`src/rtl/pwm_pkg.sv`:
```
`default_nettype none
// +-----------------------------------------------------------------+
// | pwm_pkg : shared types and default sizes for the PWM generator  |
// | Revision: 1.0                                                   |
// +-----------------------------------------------------------------+
package pwm_pkg;

   typedef enum logic {
      PWM_EDGE   = 1'b0,
      PWM_CENTER = 1'b1
   } pwm_mode_t;

   localparam int DEF_CHANNELS   = 4;
   localparam int DEF_WIDTH      = 8;
   localparam int DEF_PRESCALE_W = 8;

endpackage
`default_nettype wire

```
`src/rtl/pwm_channel.sv`:
```
`default_nettype none
// +-----------------------------------------------------------------+
// | pwm_channel : double-buffered duty, comparator and output flop  |
// | Revision: 1.0                                                   |
// +-----------------------------------------------------------------+
module pwm_channel
   import pwm_pkg::*;
#(
   parameter int WIDTH = DEF_WIDTH
) (
   input  logic             clk,
   input  logic             rst_n,
   input  logic             i_enable,
   input  logic             i_load,
   input  logic             i_wr,
   input  logic [WIDTH-1:0] i_data,
   input  logic [WIDTH-1:0] i_counter,
   input  logic             i_invert,
   output logic             o_pwm
);

   logic [WIDTH-1:0] r_shadow;
   logic [WIDTH-1:0] r_active;
   logic             r_pwm;
   logic             w_raw;

   assign w_raw = (i_counter < r_active);
   assign o_pwm = r_pwm;

   // The active copy takes the shadow value from before any write on the same edge.
   always_ff @(posedge clk or negedge rst_n) begin
      if (!rst_n) begin
         r_shadow <= '0;
         r_active <= '0;
         r_pwm    <= 1'b0;
      end else begin
         if (i_wr) begin
            r_shadow <= i_data;
         end
         if (i_load) begin
            r_active <= r_shadow;
         end
         r_pwm <= i_enable ? (w_raw ^ i_invert) : i_invert;
      end
   end

endmodule
`default_nettype wire

```
`src/rtl/pwm_multi.sv`:
```
`default_nettype none
// +-----------------------------------------------------------------+
// | pwm_multi : multi-channel PWM on a shared prescaled timebase    |
// | Revision: 1.0                                                   |
// +-----------------------------------------------------------------+
module pwm_multi
   import pwm_pkg::*;
#(
   parameter int CHANNELS   = DEF_CHANNELS,
   parameter int WIDTH      = DEF_WIDTH,
   parameter int PRESCALE_W = DEF_PRESCALE_W,
   parameter int CH_W       = (CHANNELS > 1) ? $clog2(CHANNELS) : 1
) (
   input  logic                  clk,
   input  logic                  rst_n,
   input  logic                  enable,
   input  logic                  center_mode,
   input  logic [WIDTH-1:0]      period,
   input  logic [PRESCALE_W-1:0] prescale,
   input  logic                  duty_wr,
   input  logic [CH_W-1:0]       duty_ch,
   input  logic [WIDTH-1:0]      duty_data,
   input  logic [CHANNELS-1:0]   invert,
   output logic [CHANNELS-1:0]   pwm_out,
   output logic                  period_tick
);

   localparam logic [WIDTH-1:0]      c_ONE     = 1;
   localparam logic [PRESCALE_W-1:0] c_PRE_ONE = 1;

   logic [PRESCALE_W-1:0] r_pre_cnt;
   logic [WIDTH-1:0]      r_cnt;
   logic                  r_down;
   logic [WIDTH-1:0]      r_period;
   pwm_mode_t             r_mode;
   logic                  r_period_tick;

   logic                  w_tick;
   logic                  w_boundary;
   logic                  w_load;
   logic [WIDTH-1:0]      w_cnt_nxt;
   logic                  w_down_nxt;

   // A prescale lowered below the running count wraps and ticks immediately.
   assign w_tick      = enable && (r_pre_cnt >= prescale);
   assign w_load      = !enable || w_boundary;
   assign period_tick = r_period_tick;

   always_comb begin
      w_cnt_nxt  = r_cnt;
      w_down_nxt = r_down;
      w_boundary = 1'b0;
      if (w_tick) begin
         if (r_mode == PWM_EDGE || r_period == '0) begin
            w_down_nxt = 1'b0;
            if (r_cnt >= r_period) begin
               w_cnt_nxt  = '0;
               w_boundary = 1'b1;
            end else begin
               w_cnt_nxt = r_cnt + c_ONE;
            end
         end else if (!r_down) begin
            if (r_cnt >= r_period) begin
               if (r_period == c_ONE) begin
                  w_cnt_nxt  = '0;
                  w_boundary = 1'b1;
               end else begin
                  w_cnt_nxt  = r_cnt - c_ONE;
                  w_down_nxt = 1'b1;
               end
            end else begin
               w_cnt_nxt = r_cnt + c_ONE;
            end
         end else begin
            if (r_cnt <= c_ONE) begin
               w_cnt_nxt  = '0;
               w_down_nxt = 1'b0;
               w_boundary = 1'b1;
            end else begin
               w_cnt_nxt = r_cnt - c_ONE;
            end
         end
      end
   end

   always_ff @(posedge clk or negedge rst_n) begin
      if (!rst_n) begin
         r_pre_cnt     <= '0;
         r_cnt         <= '0;
         r_down        <= 1'b0;
         r_period      <= '0;
         r_mode        <= PWM_EDGE;
         r_period_tick <= 1'b0;
      end else if (!enable) begin
         r_pre_cnt     <= '0;
         r_cnt         <= '0;
         r_down        <= 1'b0;
         r_period      <= period;
         r_mode        <= pwm_mode_t'(center_mode);
         r_period_tick <= 1'b0;
      end else begin
         r_pre_cnt     <= w_tick ? '0 : (r_pre_cnt + c_PRE_ONE);
         r_cnt         <= w_cnt_nxt;
         r_down        <= w_down_nxt;
         r_period_tick <= w_boundary;
         if (w_boundary) begin
            r_period <= period;
            r_mode   <= pwm_mode_t'(center_mode);
         end
      end
   end

   for (genvar i = 0; i < CHANNELS; i++) begin : g_ch
      logic w_wr;
      assign w_wr = duty_wr && (duty_ch == CH_W'(i));

      pwm_channel #(
         .WIDTH (WIDTH)
      ) u_ch (
         .clk       (clk),
         .rst_n     (rst_n),
         .i_enable  (enable),
         .i_load    (w_load),
         .i_wr      (w_wr),
         .i_data    (duty_data),
         .i_counter (r_cnt),
         .i_invert  (invert[i]),
         .o_pwm     (pwm_out[i])
      );
   end

endmodule
`default_nettype wire

```
`config.mk`:
```
export PLATFORM = sky130hd
export DESIGN_NAME = pwm_multi
export DESIGN_NICKNAME = d
export VERILOG_FILES = /design/src/rtl/pwm_pkg.sv /design/src/rtl/pwm_channel.sv /design/src/rtl/pwm_multi.sv
export SDC_FILE = /design/constraint.sdc
export NUM_CORES = 1
export LEC_CHECK = 0
export CORE_MARGIN = 4
export CORE_UTILIZATION = 62
export CTS_CLUSTER_SIZE = 16
export DETAILED_ROUTE_END_ITERATION = 10
export GPL_TIMING_DRIVEN = 0
export PLACE_DENSITY = 0.84
export SETUP_SLACK_MARGIN = 0.4
export SLEW_MARGIN = 20
export SYNTH_ARGS = -nofsm -noshare
export SYNTH_HDL_FRONTEND = slang
export SYNTH_HIERARCHICAL = 1
export SYNTH_SLANG_ARGS = --single-unit
```
`constraint.sdc`:
```
create_clock -name clk -period 7.95 [get_ports clk]
set_input_delay 0.795 -clock clk [delete_from_list [all_inputs] [get_ports clk]]
set_output_delay 0.795 -clock clk [all_outputs]
set_load 0.02 [all_outputs]
```
[After elaboration in Yosys (flattened, before gate mapping)]
Cells that the tools add are included.
Operators by class
  add/sub/neg operators: 3
  $lt $le $gt $ge: 7
  equal/unequal tests: 6
  muxes and demuxes: 33
  bitwise gates (word level): 5
  reduce and logical (&&, ||, !) cells: 10
Operators by type and width (number)
  8-bit 2-to-1 mux: 12
  8-bit less-than comparator: 4
  1-bit 2-to-1 mux: 21
  8-bit by 1-bit adder with 8-bit output (second input constant): 2
  8-bit >= comparator: 2
  8-bit by 1-bit equality test with 1-bit output (second input constant): 1
  8-bit by 1-bit <= comparator with 1-bit output (second input constant): 1
  8-bit logical NOT: 1
  8-bit by 1-bit subtractor with 8-bit output (second input constant): 1
  1-bit logical AND: 5
  2-bit equality test (second input constant): 2
  2-bit by 1-bit inequality test with 1-bit output (second input constant): 2
  1-bit bitwise XOR: 4
  2-bit by 1-bit equality test with 1-bit output (second input constant): 1
  2-bit logical NOT: 1
  1-bit logical OR: 2
  1-bit logical NOT: 1
  1-bit NOT: 1
Storage, ports and cells
  register bits after elaboration: 95
  input bits: 35
  output and inout bits: 5
  logic and storage cells: 82

[Logic depth before layout (Yosys ltp)]
Gate-level depths: netlist of the first run.
  depth after elaboration: 8
  gate-level depth with buffers: 11
  mapped depth without buffers: 9

[By module]
Netlist of the first run, hierarchy kept.
Modules (own cells, without submodules)
  pwm_channel: instances 4, cells an instance 67, area an instance 830.8 um^2, seq. area each 425.4 um^2
  pwm_multi: instances 1, cells an instance 205, area an instance 1969.4 um^2, seq. area each 675.6 um^2

[Worst setup path after synthesis of the first run]
OpenSTA, ideal clock, no wires.
  kind: reg2reg
  start: register r_cnt[0]
  end: register g_ch[0].u_ch.r_active[6]
  library setup time: 77 ps
  arrival time: 2779 ps
  required time: 7873 ps
  setup slack: 5094 ps
  cell stages (with the launch flop): 12
  path buffers: 2
  clock period less this slack: 2856 ps
  cell sequence: dfrtp_1 -> clkbuf_1 -> inv_1 -> ha_1 -> nand2b_1 -> a21oi_1 -> o31ai_2 -> a21oi_2 -> o21ai_4 -> clkbuf_1 -> nand2_1 -> o21ai_1
On the way
  word-level cells in the longest chain between the ends: 6
  elaborated cells between the ends (all ways): 9
  classes of those cells: 2 x order compare; 6 x mux; 1 x reduce/logical
Ends and longest elaborated chain
  start: declaration: line pwm_multi.sv:32  | logic [WIDTH-1:0] r_cnt;
  start signal: assignment: line pwm_multi.sv:103  | r_cnt <= w_cnt_nxt;
  8-bit >= comparator / 8-bit by 1-bit <= comparator with 1-bit output (equally long branches): line pwm_multi.sv:56, pwm_multi.sv:63, pwm_multi.sv:75
  1-bit 2-to-1 mux, on equally long branches: line pwm_multi.sv:63, pwm_multi.sv:75
  1-bit 2-to-1 mux: line pwm_multi.sv:62  | end else if (!r_down) begin
  1-bit 2-to-1 mux (*): line pwm_multi.sv:54  | if (r_mode == PWM_EDGE || r_period == '0) begin
  1-bit 2-to-1 mux (*): line pwm_multi.sv:53  | if (w_tick) begin
  1-bit logical OR (*): line pwm_multi.sv:46  | assign w_load = !enable || w_boundary;
  named net w_load: line pwm_multi.sv:40  | logic w_load;
  end signal: assignment: line pwm_channel.sv:41  | r_active <= r_shadow;
  end: declaration: line pwm_channel.sv:23  | logic [WIDTH-1:0] r_active;
Mark *: on every way through the listed nets, which the timed path passes. The rest lies on a longest branch.
A chain may end at the register's enable or synchronous reset.

[Worst setup path after layout of the first run]
  start: register r_cnt[0]
  end: register g_ch[3].u_ch.r_active[5]
On the way
  word-level cells in the longest chain between the ends: 6
  elaborated cells between the ends (all ways): 9
  classes of those cells: 2 x order compare; 6 x mux; 1 x reduce/logical
Ends and longest elaborated chain (line)
  8-bit >= comparator / 8-bit by 1-bit <= comparator with 1-bit output (equally long branches): pwm_multi.sv:56, pwm_multi.sv:63, pwm_multi.sv:75
  1-bit 2-to-1 mux, on equally long branches: pwm_multi.sv:63, pwm_multi.sv:75
  1-bit 2-to-1 mux: pwm_multi.sv:62
  1-bit 2-to-1 mux (*): pwm_multi.sv:54
  1-bit 2-to-1 mux (*): pwm_multi.sv:53
  1-bit logical OR (*): pwm_multi.sv:46
  named net w_load: pwm_multi.sv:40
  end signal: assignment: pwm_channel.sv:41
  end: declaration: pwm_channel.sv:23
Marks and branches as above.

==> metrics.md, run 1 <==
| Metric | Value |
|---|---|
| Crit. End Element | flop |
| Complex-gate fraction of the synthesized area | approximately 15% |
| Sink Count | 95 |
| Core area | between 8000 and 9000 um2 |
| Placed Area | about 5800 um2 |
| Sequential fraction of the synthesis area | 44.92% |
| Grt met3 use | under 10% |
| Detailed placer's ending HPWL | ~7900 um |
| Fin crit period | 3.919 ns |
| Wire per inst | ~18 um |
| Simple-Gate Fraction of Synth Area | approximately 11% |
| Worst path required time | 8.24 ns |
| Mux cell area share after synthesis | under 10% |
| # setup viols final | 0 |
| Via count | 3,779 |
| CTS root buf | clkbuf_8 |
| Num rows | 33 |
| DRC | 0 |
| XOR/XNOR Fraction of Synth Area | around 2.8% |
| Synth Area in Adders | roughly 11% |
| Largest family of logic cells by synthesized area | compound AO/OA/AOI/OAI gates |
| Synthesis Warnings | 6 |
| # nets final | 607 |
| PortBufs | 39 |
| Async S/R FF share, synth | 100.0% |
| Via density | ~6.0 |
| P_leak | 2.868 nW |
| Max frequency | between 200 and 300 MHz |
| Synth Cell Area | around 5300 um2 |
| Synth Instances | roughly 470 |
| Core Util, Final | roughly 73% |
| Slew Viols, Final | 0 |
| Post-CTS Setup Bufs | 0 |
| Worst-Skew Late Latency | 0.37 ns |
| Synth Register Bits | 95 |
| CP Max Fanout | 33 |
| Diodes inserted | 0 |
| GR Util met1 | 30.00% |
| Antenna Nets Post-Route | 0 |
| Maximum clock path buffer count | 2 |
| Die Area | roughly 10,000 um2 |
| Post-synthesis average cell area | 11.19 um2 |
| Area growth syn-to-layout | 14.44% |
| Place WS | between 4 and 5 ns |
| Final Hold Fails | 0 |
| Worst EP arrival | 4.20 ns |
| PwrDens | around 190 nW/um2 |
| Synth unique cells | between 50 and 60 |
| Post-CTS Resized | 0 |
| Cts hold-fix bufs | 0 |
| Worst Skew | ~0.013 ns |
| Fillcell total | between 500 and 600 |
| Busiest layer in global routing | met2 |
| Final worst setup slack | approximately 4.0 ns |
| Syn_nets | ~560 |
| RSZ-0062 raised after global routing | no |
| Startpoint types | flop |
| Io pins | 40 |
| Design area | around 6100 um2 |
| Detailed Routing Iterations Pass 1 | 5 |
| Worst slew pin tran | between 1 and 1.5 ns |
| Fraction of layout cells with a size suffix above 1 | 10.59% |
| GRT Overall Usage | around a quarter |
| Tot Pwr | 0.001143 W |
| Max_cap viols | 0 |
| Initial Util | between 60% and 70% |
| Fin crit share | between 40 and 50% |
| Initial antenna violation count | 0 |
| Die Width | 100.4 um |
| Largest net degree at the start of global routing | 77 |
| Grt total ovfl | 0 |
| Post-synth EDFFs | 0 |
| Most common flop cell mapped by yosys | dfrtp_1 |
| Drt initial violations | roughly 380 |
| WS Path Type | reg -> reg |
| Die H | 100.4 um |
| Hold WC Path Type | in -> async |
| CTS tree | built |
| Final GP Congestion | approximately 0.86 |
| CTS H-tree depth | 3 |
| Clk slew on worst S/H paths | around 0.10 ns |
| Cts bufs inserted | 9 |
| Vias in the first global route | between 3,000 and 4,000 |
| IR drop worst, VDD | around 0.10 mV |
| First-pass GRT wire length | between 15,000 and 20,000 um |
| Status | finished clean |
| Slew HR | 29.29% |
| Final wirelength | around 11,000 um |
| Met2 GRT Util | a little over two fifths |
| Final TNS setup | 0 ns |
[synthesized netlist by cell type, drive strengths merged (2+ instances only)]
cell	count	share of area [%]
dfrtp	95	45
ha	48	11
inv	47	3.3
mux2	45	9.6
o21ai	37	4.6
nand2	35	2.5
nor2	17	1.2
a21oi	10	1.0
and3	10	1.2
clkbuf	10	0.71
xnor2	10	1.7
nand2b	9	1.6
nand3	8	0.76
a21o	7	0.99
o21a	7	0.99
xor2	7	1.2
a22o	5	0.83
buf	5	0.47
nand4	5	0.59
a2111oi	4	2.1
nor2b	4	0.47
nor3	4	0.38
nor4	4	0.76
o311ai	4	1.2
and2	3	0.35
o31ai	3	0.52
or4	3	0.50
a211o	2	0.33
a21boi	2	0.28
mux2i	2	0.38
o211a	2	0.38
o2bb2ai	2	0.33
o32ai	2	0.33
or3	2	0.24
[layout by cell type, fill, tap and decap left out, types with 3 or more instances in the layout]
| cell | count |
|---|---|
| nor2_1 | 17 |
| a22o_1 | 5 |
| mux2_2 | 9 |
| a21oi_1 | 9 |
| nand4_1 | 5 |
| and2_1 | 3 |
| a2111oi_4 | 4 |
| ha_1 | 48 |
| o21ai_4 | 5 |
| nand2b_4 | 4 |
| xor2_1 | 7 |
| inv_1 | 47 |
| o21ai_1 | 28 |
| clkbuf_8 | 10 |
| and3_1 | 10 |
| clkbuf_1 | 10 |
| dfrtp_1 | 95 |
| a21o_1 | 7 |
| nor4_1 | 3 |
| xnor2_1 | 10 |
| nand2_1 | 35 |
| o21ai_0 | 4 |
| o311ai_2 | 4 |
| nor3_1 | 4 |
| clkdlybuf4s50_1 | 38 |
| nand3_1 | 8 |
| nor2b_1 | 4 |
| o21a_1 | 7 |
| nand2b_1 | 5 |
| buf_2 | 5 |
| mux2_1 | 36 |
[logic make-up (layout without fill, tap and decap cells)]
logic type                 count (synthesis)  in the layout
xor gates and xnor gates                  17             17
AOI/OAI and AO/OA                         97             97
DFF                                       95             95
adders and majority gates                 48             48
buffers and inverters                     62            118
and+or+nand+nor                          107            107
muxes                                     47             47
[metrics by stage]
stage | hold WS [ns] | std cells
CTS | 0.2440 | 634
global route | 0.2443 | 634
detailed placement | 0.4713 | 618
global placement | 0.4587 | 617
finish | 0.2517 | 634
floorplan | 0.4485 | 473
[layout make-up]
class,instances,area [um2],area share [%]
multi-input cells,316,2676,44.19
flip-flops and latches,95,2377,39.25
repair buffers,40,419.2,6.920
inverters,47,176.4,2.913
clock buffers,10,137.6,2.272
well taps,105,131.4,2.169
clock inverters,6,76.32,1.260
plain buffers,15,62.56,1.033
[critical path: stages (launching register included)]
cell	delay (ns)
dfrtp_1	0.61
clkbuf_1	0.34
inv_1	0.12
ha_1	0.29
nand2b_1	0.09
a21oi_1	0.07
o31ai_2	0.64
a21oi_2	0.16
o21ai_4	0.85
clkbuf_1	0.46
nand2_1	0.10
o21ai_1	0.10
[worst paths after layout]
path	start	end	slack [ns]	cells past startpoint
max	r_cnt[0]	g_ch[3].u_ch/r_active[5]	4.03	11
min	rst_n	g_ch[1].u_ch/r_active[0]	0.25	1
max reg2reg	r_cnt[0]	g_ch[3].u_ch/r_active[5]	4.03	11
min reg2reg	g_ch[1].u_ch/r_shadow[0]	g_ch[1].u_ch/r_active[0]	0.48	1
max in group asynchronous	rst_n	r_period[5]	7.07	2
min in group clk	g_ch[1].u_ch/r_shadow[0]	g_ch[1].u_ch/r_active[0]	0.48	1
[per-layer routing]
layer | part of all wire (%) | vias up
met1 | 42 | 1859
met4 | 3.6 | 0
met5 | 0 | -
li1 | - | 1775
met2 | 50 | 108
met3 | 4.6 | 37
[where the power goes]
part           switching (W)  total, W  internal [W]
Sequential         0.0000332  0.000585      0.000552
Clock               0.000182  0.000341      0.000160
Combinational       0.000110  0.000217      0.000107
Total               0.000325   0.00114      0.000818
[registers in the layout (all words and copies together), names as in the netlist]
name,cells
g_ch.u_ch/o_pwm,4
r_period,8
period_tick,1
r_cnt,8
g_ch.u_ch/r_active,32
r_down,1
r_mode,1
g_ch.u_ch/r_shadow,32
r_pre_cnt,8
(Power assumes the default switching activity.)
==> run 2: changes to the inputs <==
--- a/config.mk
+++ b/config.mk
@@ -6,11 +6,11 @@
 export NUM_CORES = 1
 export LEC_CHECK = 0
 export CORE_MARGIN = 4
-export CORE_UTILIZATION = 62
+export CORE_UTILIZATION = 59
 export CTS_CLUSTER_SIZE = 16
 export DETAILED_ROUTE_END_ITERATION = 10
 export GPL_TIMING_DRIVEN = 0
-export PLACE_DENSITY = 0.84
+export PLACE_DENSITY = 0.8
 export SETUP_SLACK_MARGIN = 0.4
 export SLEW_MARGIN = 20
 export SYNTH_ARGS = -nofsm -noshare
==> constraint.sdc (replaced) <==
create_clock -name clk -period 4.02 [get_ports clk]
set_input_delay 0.402 -clock clk [delete_from_list [all_inputs] [get_ports clk]]
set_output_delay 0.402 -clock clk [all_outputs]
set_load 0.02 [all_outputs]
==> metrics.md, run 2 (synthesis results as in run 1) <==
| Metric | Value |
|---|---|
| Antenna Nets Post-Route | 0 (unchanged) |
| Fillcell total | 659 (+12%) |
| Status | finished clean |
| First-pass GRT wire length | 18,730 um (-1.6%) |
| Reg2reg setup slack | 0.76 ns (-3.27 ns) |
| CTS tree | built |
| CTS root buf | clkbuf_8 |
| Final Hold Fails | 0 (unchanged) |
| Area growth syn-to-layout | 15.34% |
| Startpoint types | flop |
| Diodes inserted | 0 (unchanged) |
| Via count | 3,763 (-0.42%) |
| Comb pwr share | 19.5% (+0.5 points) |
| Max frequency | 306.6 MHz (+20%) |
| P_sw | 0.0006570 W (+100%) |
| PortBufs | 39 (unchanged) |
| Max_cap viols | 0 (unchanged) |
| Sink Count | 95 (unchanged) |
| GRT Overall Usage | 23.46% (-1.0 points) |
| Leading cell types in the layout, fill and taps excluded | 95 x dfrtp_1, 48 x ha_1, 47 x inv_1 |
| Largest net degree at the start of global routing | 65 (-16%) |
| Tot Pwr | 0.002222 W (+94%) |
| Detailed placer's ending HPWL | 7847 um (about the same) |
| FF+latch area | 2377 um2 (unchanged) |
| Worst EP arrival | 3.55 ns (-0.65 ns) |
| Grt total ovfl | 0 (unchanged) |
| Slew HR | 48.30% (+19 points) |
| WS Path Type | reg -> reg |
| Initial antenna violation count | 0 (unchanged) |
| IR drop worst, VDD | 0.2146 mV (+110%) |
| Crit. End Element | flop |
| Worst Skew | 0.01248 ns (-0.0005162 ns) |
| Worst-Skew Late Latency | 0.37 ns (about the same) |
| WHS | 0.4692 ns (+0.2175 ns) |
| Core area | 8721 um2 (+5.6%) |
| CP Max Fanout | 10 (-70%) |
| Hold WC Path Type | in -> async |
| CTS H-tree depth | 3 (unchanged) |
| Io pins | 40 (unchanged) |
| Initial Util | 60.69% (-3.4 points) |
| Pint | 0.001565 W (+91%) |
| Clk pwr share | 28.4% (-1.4 points) |
| # nets final | 613 (+0.99%) |
| Worst slew pin tran | 0.7754 ns (-0.2812 ns) |
| Via density | 5.852 (-1.8%) |
| RSZ-0062 raised after global routing | no |
| Fin crit share | 81.14% (+32 points) |
| Fraction of layout cells with a size suffix above 1 | 11.40% (+0.82 points) |
| Slew Viols, Final | 0 (unchanged) |
| Die H | 102.7 um (+2.3%) |
| Final wirelength | 11,370 um (+2.2%) |
| Largest regs | g_ch.u_ch/r_active x32, g_ch.u_ch/r_shadow x32 |
| Sequential share of power | 52.1% (+0.9 points) |
| Fin crit period | 3.262 ns (-0.6569 ns) |
| Detailed Routing Iterations Pass 1 | 4 (-1) |
| Wire per inst | 17.68 um (+0.77%) |
| DRC | 0 (unchanged) |
| Drt initial violations | 231 (-39%) |
| Cts bufs inserted | 9 (unchanged) |
| Final GP Congestion | 0.8340 (-2.9%) |
| Die Width | 102.7 um (+2.3%) |
| Multi-input logic area | 2694 um2 (+0.65%) |
| Vias in the first global route | 3,907 (-1.7%) |
| Die Area | 10,550 um2 (+4.7%) |
| Maximum clock path buffer count | 2 (unchanged) |
| Num rows | 34 (+3.0%) |
| Most common cell after layout, fill and taps aside | dfrtp_1 |
| # setup viols final | 0 (unchanged) |
| Switching portion of total power | 29.56% (+1.1 points) |
| Worst path required time | 4.31 ns (-3.93 ns) |
| PwrDens | 364.0 nW/um2 (+93%) |
| Clk slew on worst S/H paths | 0.10 ns (about the same) |
| P_leak | 2.893 nW (+0.90%) |
[run 2: cell types whose count changed in the layout (fill, tap and decap cells not counted), sizes merged]
| cell | before | now |
|---|---|---|
| clkinv | 0 | 2 |
| bufinv | 1 | 0 |
| clkinvlp | 2 | 0 |
| inv | 50 | 51 |
| o21ai | 37 | 38 |
| buf | 7 | 11 |
| dlygate4sd3 | 0 | 1 |
[run 2: area by class of cell]
type                    count  area share, %
multi-input cells         317          44.13
flip-flops and latches     95          38.94
well taps                 108          2.214
inverters                  47          2.890
repair buffers             45          7.522
clock buffers              10          2.255
clock inverters             6          1.025
plain buffers              15          1.025
[run 2: power by group through the flow]
stage                     Combinational, W  Clock, W  Sequential, W
after floorplan                   0.000284         0        0.00117
after global routing              0.000485  0.000696        0.00117
after detailed placement          0.000425         0        0.00118
final                             0.000432  0.000631        0.00116
after global placement            0.000398         0        0.00117
after CTS                         0.000436  0.000650        0.00116
[run 2: final timing paths]
path,startpoint,end,depth (start not counted)
max in group asynchronous,rst_n,g_ch[0].u_ch/r_shadow[0],3
setup / recovery,r_cnt[0],g_ch[0].u_ch/r_active[7],12
setup reg to reg,r_cnt[0],g_ch[0].u_ch/r_active[7],12
hold reg to reg,g_ch[1].u_ch/r_shadow[1],g_ch[1].u_ch/r_active[1],2
min in group clk,g_ch[1].u_ch/r_shadow[1],g_ch[1].u_ch/r_active[1],2
hold / removal,rst_n,r_period[1],2
[run 2: worst max-delay path, stage by stage, from the launching register on]
cell,delay (ns)
dfrtp_1,0.58
clkbuf_1,0.35
inv_1,0.12
ha_1,0.29
nand2b_1,0.10
a21oi_1,0.11
o31ai_4,0.44
a21oi_2,0.21
o21ai_4,0.18
buf_4,0.21
clkbuf_1,0.38
nand2_1,0.10
o21ai_1,0.10
[run 2: per-stage QoR]
stage,util (%),cell area (um2),setup TNS [ns],cells,setup WS (ns)
2_1_floorplan,-,5293,0,473,1.164
3_3_place_gp,66.71,5818,-76.75,620,-0.8161
3_5_place_dp,67.04,5847,0,621,0.1743
4_1_cts,69.90,6096,0,643,0.5814
5_1_grt,70.00,6105,0,643,0.5160
6_report,70.00,6105,0,643,0.7582
[run 2: what timing repair did]
item / CTS / global route
endpoints found under the hold margin: 31 / 0
pin swaps: 1 / 0
hold buffers: 1 / 0
setup buffers: 4 / 0
endpoints found under the setup margin: 41 / 28
cloned: 1 / 0
resized for setup: 0 / 1
[run 2: routing by layer]
layer | global-route usage (%) | wire length [um] | vias to the layer above
li1 | - | - | 1792
met1 | 29.45 | 4733 | 1836
met2 | 40.52 | 5725 | 107
met3 | 2.774 | 545 | 28
met4 | 10.80 | 361 | 0
met5 | 0 | 0 | -
==> run 3: changes to the inputs <==
==> constraint.sdc (replaced) <==
create_clock -name clk -period 3.05 [get_ports clk]
set_input_delay 0.305 -clock clk [delete_from_list [all_inputs] [get_ports clk]]
set_output_delay 0.305 -clock clk [all_outputs]
set_load 0.02 [all_outputs]
==> metrics.md, run 3 (synthesis results as in run 1) <==
| Metric | Value |
|---|---|
| Final wirelength | 11,490 um (+1.1%) |
| Core Util, Final | 71.87% (+1.9 points) |
| Max frequency | 383.6 MHz (+25%) |
| Startpoint types | flop |
| Leading cell types in the layout, fill and taps excluded | 89 x dfrtp_1, 48 x ha_1, 47 x inv_1 |
| CTS tree | built |
| Tot Pwr | 0.002897 W (+30%) |
| Fraction of layout cells with a size suffix above 1 | 16.15% (+4.7 points) |
| Largest net degree at the start of global routing | 74 (+14%) |
| Fillcell total | 617 (-6.4%) |
| RSZ-0062 raised after global routing | yes |
| Antenna Nets Post-Route | 0 (unchanged) |
| Area growth syn-to-layout | 18.42% |
| PortBufs | 39 (unchanged) |
| Wire per inst | 17.60 um (-0.46%) |
| Via count | 3,827 (+1.7%) |
| Diodes inserted | 0 (unchanged) |
| Fin crit period | 2.607 ns (-0.6548 ns) |
| Crit. End Element | flop |
| Cts bufs inserted | 9 (unchanged) |
| Initial Util | 60.69% (unchanged) |
| Delay-heaviest family, CP | simple AND/OR/NAND/NOR gates |
| CP Max Fanout | 10 (unchanged) |
| P_leak | 2.969 nW (+2.6%) |
| Place WS | -0.3531 ns (-0.5274 ns) |
| Status | finished clean |
| WS Path Type | reg -> reg |
| Crit-path cells | clkbuf_1 -> or4_4 -> nor4_4 -> o211a_1 -> a21oi_4 -> o21ai_4 -> buf_4 -> buf_2 -> nand2_1 -> o21ai_1 |
| Core area | 8721 um2 (unchanged) |
| Clk slew on worst S/H paths | 0.11 ns (about the same) |
| Vias in the first global route | 3,856 (-1.3%) |
| Worst-Skew Late Latency | 0.37 ns (about the same) |
| CTS root buf | clkbuf_8 |
| Design area | 6267 um2 (+2.7%) |
| Crit-path slowest cell | dfrtp_2 |
| Io pins | 40 (unchanged) |
| Final GP Congestion | 0.8219 (-1.5%) |
| Worst EP arrival | 2.89 ns (-0.66 ns) |
| Hold WC Path Type | in -> async |
| Grt total ovfl | 0 (unchanged) |
| Die Width | 102.7 um (unchanged) |
| Die H | 102.7 um (unchanged) |
| Drt initial violations | 200 (-13%) |
| Maximum clock path buffer count | 2 (unchanged) |
| Placed Area | 5862 um2 (+0.26%) |
| Detailed Routing Iterations Pass 1 | 5 (+1) |
| IR drop worst, VDD | 0.3635 mV (+69%) |
| Initial antenna violation count | 0 (unchanged) |
| PwrDens | 462.2 nW/um2 (+27%) |
| CTS H-tree depth | 3 (unchanged) |
| Detailed placer's ending HPWL | 7690 um (-2.0%) |
| # setup viols final | 0 (unchanged) |
| Final worst setup slack | 0.4430 ns (-0.3152 ns) |
| Worst slew pin tran | 0.6700 ns (-0.1054 ns) |
| Final Hold Fails | 0 (unchanged) |
| Fin crit share | 85.48% (+4.3 points) |
| First-pass GRT wire length | 18,530 um (-1.1%) |
| CP Buf/Inv Count | 3 (-1) |
| Slew Viols, Final | 0 (unchanged) |
| Num rows | 34 (unchanged) |
| Die Area | 10,550 um2 (unchanged) |
| Slew HR | 55.14% (+6.8 points) |
| Max_cap viols | 0 (unchanged) |
| Worst Skew | 0.01651 ns (+0.004023 ns) |
| DRC | 0 (unchanged) |
| Via density | 5.861 (+0.14%) |
| GRT Overall Usage | 22.96% (-0.50 points) |
| Crit-path max cell delay | 0.51 ns (-0.07 ns) |
| Largest regs | g_ch.u_ch/r_active x32, g_ch.u_ch/r_shadow x32 |
| Worst path required time | 3.33 ns (-0.98 ns) |
| Most common cell after layout, fill and taps aside | dfrtp_1 |
| Sink Count | 95 (unchanged) |
| # nets final | 623 (+1.6%) |
[run 3: timing repair]
item / CTS / global route
endpoints found under the hold margin: 22 / 0
setup buffers: 6 / 8
setup endpoints to repair: 49 / 48
resized for setup: 10 / 11
hold buffers: 1 / 0
gates cloned: 1 / 0
pin swaps: 3 / 2
[run 3: area by class of cell]
class                      count  area, um2  area share [%]
buffer                        15      75.07           1.198
clock buffer                   9      123.9           1.976
clock inverter                 7      62.56          0.9982
inverter                      47      176.4           2.815
multi-input combinational    317       2738           43.68
timing repair buffer          55      571.8           9.124
sequential                    95       2385           38.05
tap                          108      135.1           2.156
[run 3: per-layer routing]
layer / GRT usage [%] / vias up / share of wire [%]
met5: 0 / - / 0
met4: 10.60 / 0 / 3.4
met3: 2.842 / 31 / 5.5
met2: 39.23 / 126 / 51
met1: 29.14 / 1864 / 41
li1: - / 1806 / -
[run 3: power by group]
group | switching [W] | internal (W) | leakage, nW
registers | 0.0000903 | 0.00144 | 1.16
clock network | 0.000474 | 0.000314 | 0.0976
logic | 0.000289 | 0.000291 | 1.71
total | 0.000853 | 0.00204 | 2.97
[run 3: path summary, 6_finish.rpt]
| path | from | endpoint | slack [ns] | depth (start not counted) |
|---|---|---|---|---|
| max | r_cnt[3] | g_ch[1].u_ch/r_active[5] | 0.44 | 10 |
| min | rst_n | g_ch[1].u_ch/r_shadow[1] | 0.34 | 2 |
| max reg2reg | r_cnt[3] | g_ch[1].u_ch/r_active[5] | 0.44 | 10 |
| min reg2reg | g_ch[2].u_ch/r_shadow[0] | g_ch[2].u_ch/r_active[0] | 0.49 | 1 |
| max in group asynchronous | rst_n | r_period[6] | 2.07 | 3 |
| min in group clk | g_ch[2].u_ch/r_shadow[0] | g_ch[2].u_ch/r_active[0] | 0.49 | 1 |
[run 3: through the flow]
stage	hold WS [ns]	cells	TNS (ns)
2_1_floorplan	0.009409	473	0
4_1_cts	0.3478	645	0
5_1_grt	0.3523	653	0
3_5_place_dp	0.1735	621	-12.41
3_3_place_gp	0.4617	620	-172.49
6_report	0.3429	653	0
==> edit (settings of run 3) <==
Make the reset (`rst_n`) synchronous in 2 clocked blocks.
--- a/src/rtl/pwm_channel.sv
+++ b/src/rtl/pwm_channel.sv
@@ -30,3 +30,3 @@
    // The active copy takes the shadow value from before any write on the same edge.
-   always_ff @(posedge clk or negedge rst_n) begin
+   always_ff @(posedge clk) begin
       if (!rst_n) begin
--- a/src/rtl/pwm_multi.sv
+++ b/src/rtl/pwm_multi.sv
@@ -85,3 +85,3 @@
 
-   always_ff @(posedge clk or negedge rst_n) begin
+   always_ff @(posedge clk) begin
       if (!rst_n) begin
Check against the original RTL: differs if rst_n is asserted again (counterexample within 4 cycles, from zero or initial values and one cycle with rst_n low); with rst_n held inactive, the same outputs for 10 cycles.
==> edit against run 3 <==
  * Setup slack better by 37 ps
  * Sequential power is 16% lower
  * Fmax is 1.4% higher
  * Routed wire length is 1.0% higher
  * Area after synthesis is 0.38% lower
  * Power is 15% lower
  * Sequential cell count stayed put
  * Design area is 1.7% lower
  * Largest cell class unchanged
  * Largest power group unchanged
==> edit: results (changes against run 3) <==
stage,metric,value,unit,change
clocking,cts_setup_buffers,1,,was 6
global_route,grt_max_degree,40,,was 74
routing,viasPerCell,5.70,,was 5.86
global_route,grt_pass1_vias,3996,,"was 3,856"
clocking,clk_pin_slew,100,ps,
routing,drtIter0Drc,218,,was 200
finish,fin_nets,699,,was 623
logic_synthesis,post_synth_inst_count,559,,was 473
logic_synthesis,synth_common_cells,"dfxtp_1 (95), mux2i_1 (73), nor2b_1 (71), ha_1 (48), inv_1 (48)",,"was dfrtp_1 (95), ha_1 (48), inv_1 (47), mux2_1 (36), nand2_1 (35)"
worst_setup_path,arrival,2830,ps,was 2890 ps
timing,relSlewSlack,58.6,%,was 55.1%
finish,final_cells,728,,was 653
logic_synthesis,synth-xor-area-share,1.66,%,was 2.81%
placed_design,hpwl,8280,µm,was 7690 µm
logic_synthesis,async_flop_share,0,%,was 100%
outcome,status,completed,,unchanged
logic_synthesis,synthTopCellsByArea,"dfxtp_1 (36%), mux2i_1 (14%), ha_1 (11%)",,"was dfrtp_1 (45%), ha_1 (11%), mux2_1 (7.7%)"
worst_setup_path,cpPeakStageDelay,400,ps,was 510 ps
global_route,grt_use_total,22.7,%,was 23.0%
worst_setup_path,worst_path_max_delay_cell,dfxtp_4,,was dfrtp_2
global_route,grt_pass1_wl,18700,µm,"was 18,500 µm"
global_route,met3_usage,3.86,%,was 2.84%
worst_setup_path,cp_max_fo,8,,was 10
logic_synthesis,syn-num-nets,642,,was 556
placed_design,numPortBuffers,39,,unchanged
finish,nFillCells,664,,was 617
logic_synthesis,synth_compound_area_share,11.6,%,was 15.5%
placed_design,pre_cts_slack,7.03,ps,was -353 ps
pwr,leakagePower,2.41,nW,was 2.97 nW
logic_synthesis,ys.flop_type,dfxtp_1,,was dfrtp_1
placed_design,dp.cells,706,,was 621
min_path,min_path_type,in -> reg,,was in -> async
logic_synthesis,synth_seq_area_share,36.1,%,was 44.9%
global_route,grtUsageMet1,28.9,%,was 29.1%
routing,firstDrtPassIters,7,,was 5
global_route,gr-usage-met2,39.0,%,was 39.2%
placed_design,placed_cell_area,5790,µm²,was 5860 µm²
logic_synthesis,synthMuxAreaShare,13.9,%,was 9.95%
logic_synthesis,synth_cell_types,49,,was 55
timing,fin_worst_skew,9.67,ps,was 16.5 ps
placed_design,finalWeightedCongestion,0.927,,was 0.822
logic_synthesis,synthAdderAreaFrac,11.4,%,was 11.3%
clocking,cts_resized,15,,was 10
edit: changes by cell type after synthesis, sizes merged, moves of 6 or more:
cell / before / now
mux2: 45 / 0
o21ai: 37 / 12
dfrtp: 95 / 0
buf: 5 / 11
nor2b: 4 / 71
o211ai: 1 / 9
dfxtp: 0 / 95
mux2i: 2 / 73
edit: layout make-up:
class / instances / area (µm²) / share of cell area, %
buffer: 20 / 130 / 2.11
clock buffer: 9 / 124 / 2.01
clock inverter: 6 / 71.3 / 1.16
inverter: 48 / 184 / 2.98
multi-input combinational: 396 / 3150 / 51.0
sequential: 95 / 1930 / 31.4
tap: 108 / 135 / 2.19
timing repair buffer: 46 / 438 / 7.11
edit: worst paths after layout:
kind,from,end,slack [ps],cells after the start
worst max register to register,r_cnt[5],g_ch[0].u_ch/r_active[2],480,12
worst min-delay path,period[7],r_period[7],470,3
worst min register to register,r_pre_cnt[0],r_pre_cnt[0],480,1
worst max-delay path,r_cnt[5],g_ch[0].u_ch/r_active[2],480,12
edit: report_power, final:
part	internal, mW	switching, mW
sequential	1.27	0.0221
clock	0.380	0.459
combinational	0.160	0.155
total	1.81	0.636
edit: through the flow:
step	hold slack (ps)	power [mW]
final	475	2.45
after floorplan	426	1.51
after CTS	458	2.46
after global routing	470	2.55
after global placement	444	1.61
after detailed placement	468	1.62
edit: worst max-delay path, delay by kind of cell (launching register included):
family                     cells  cell delay, ps
adders and majority gates      1             300
DFF                            1             400
buffers and inverters          4             570
muxes                          1             170
and+or+nand+nor                3             340
AOI/OAI and AO/OA              3             680
edit: metal layers:
layer  part of all wire [%]  wire [µm]
met5                      0          0
met4                    1.7        197
met3                    5.2        604
met2                     48       5560
met1                     45       5240
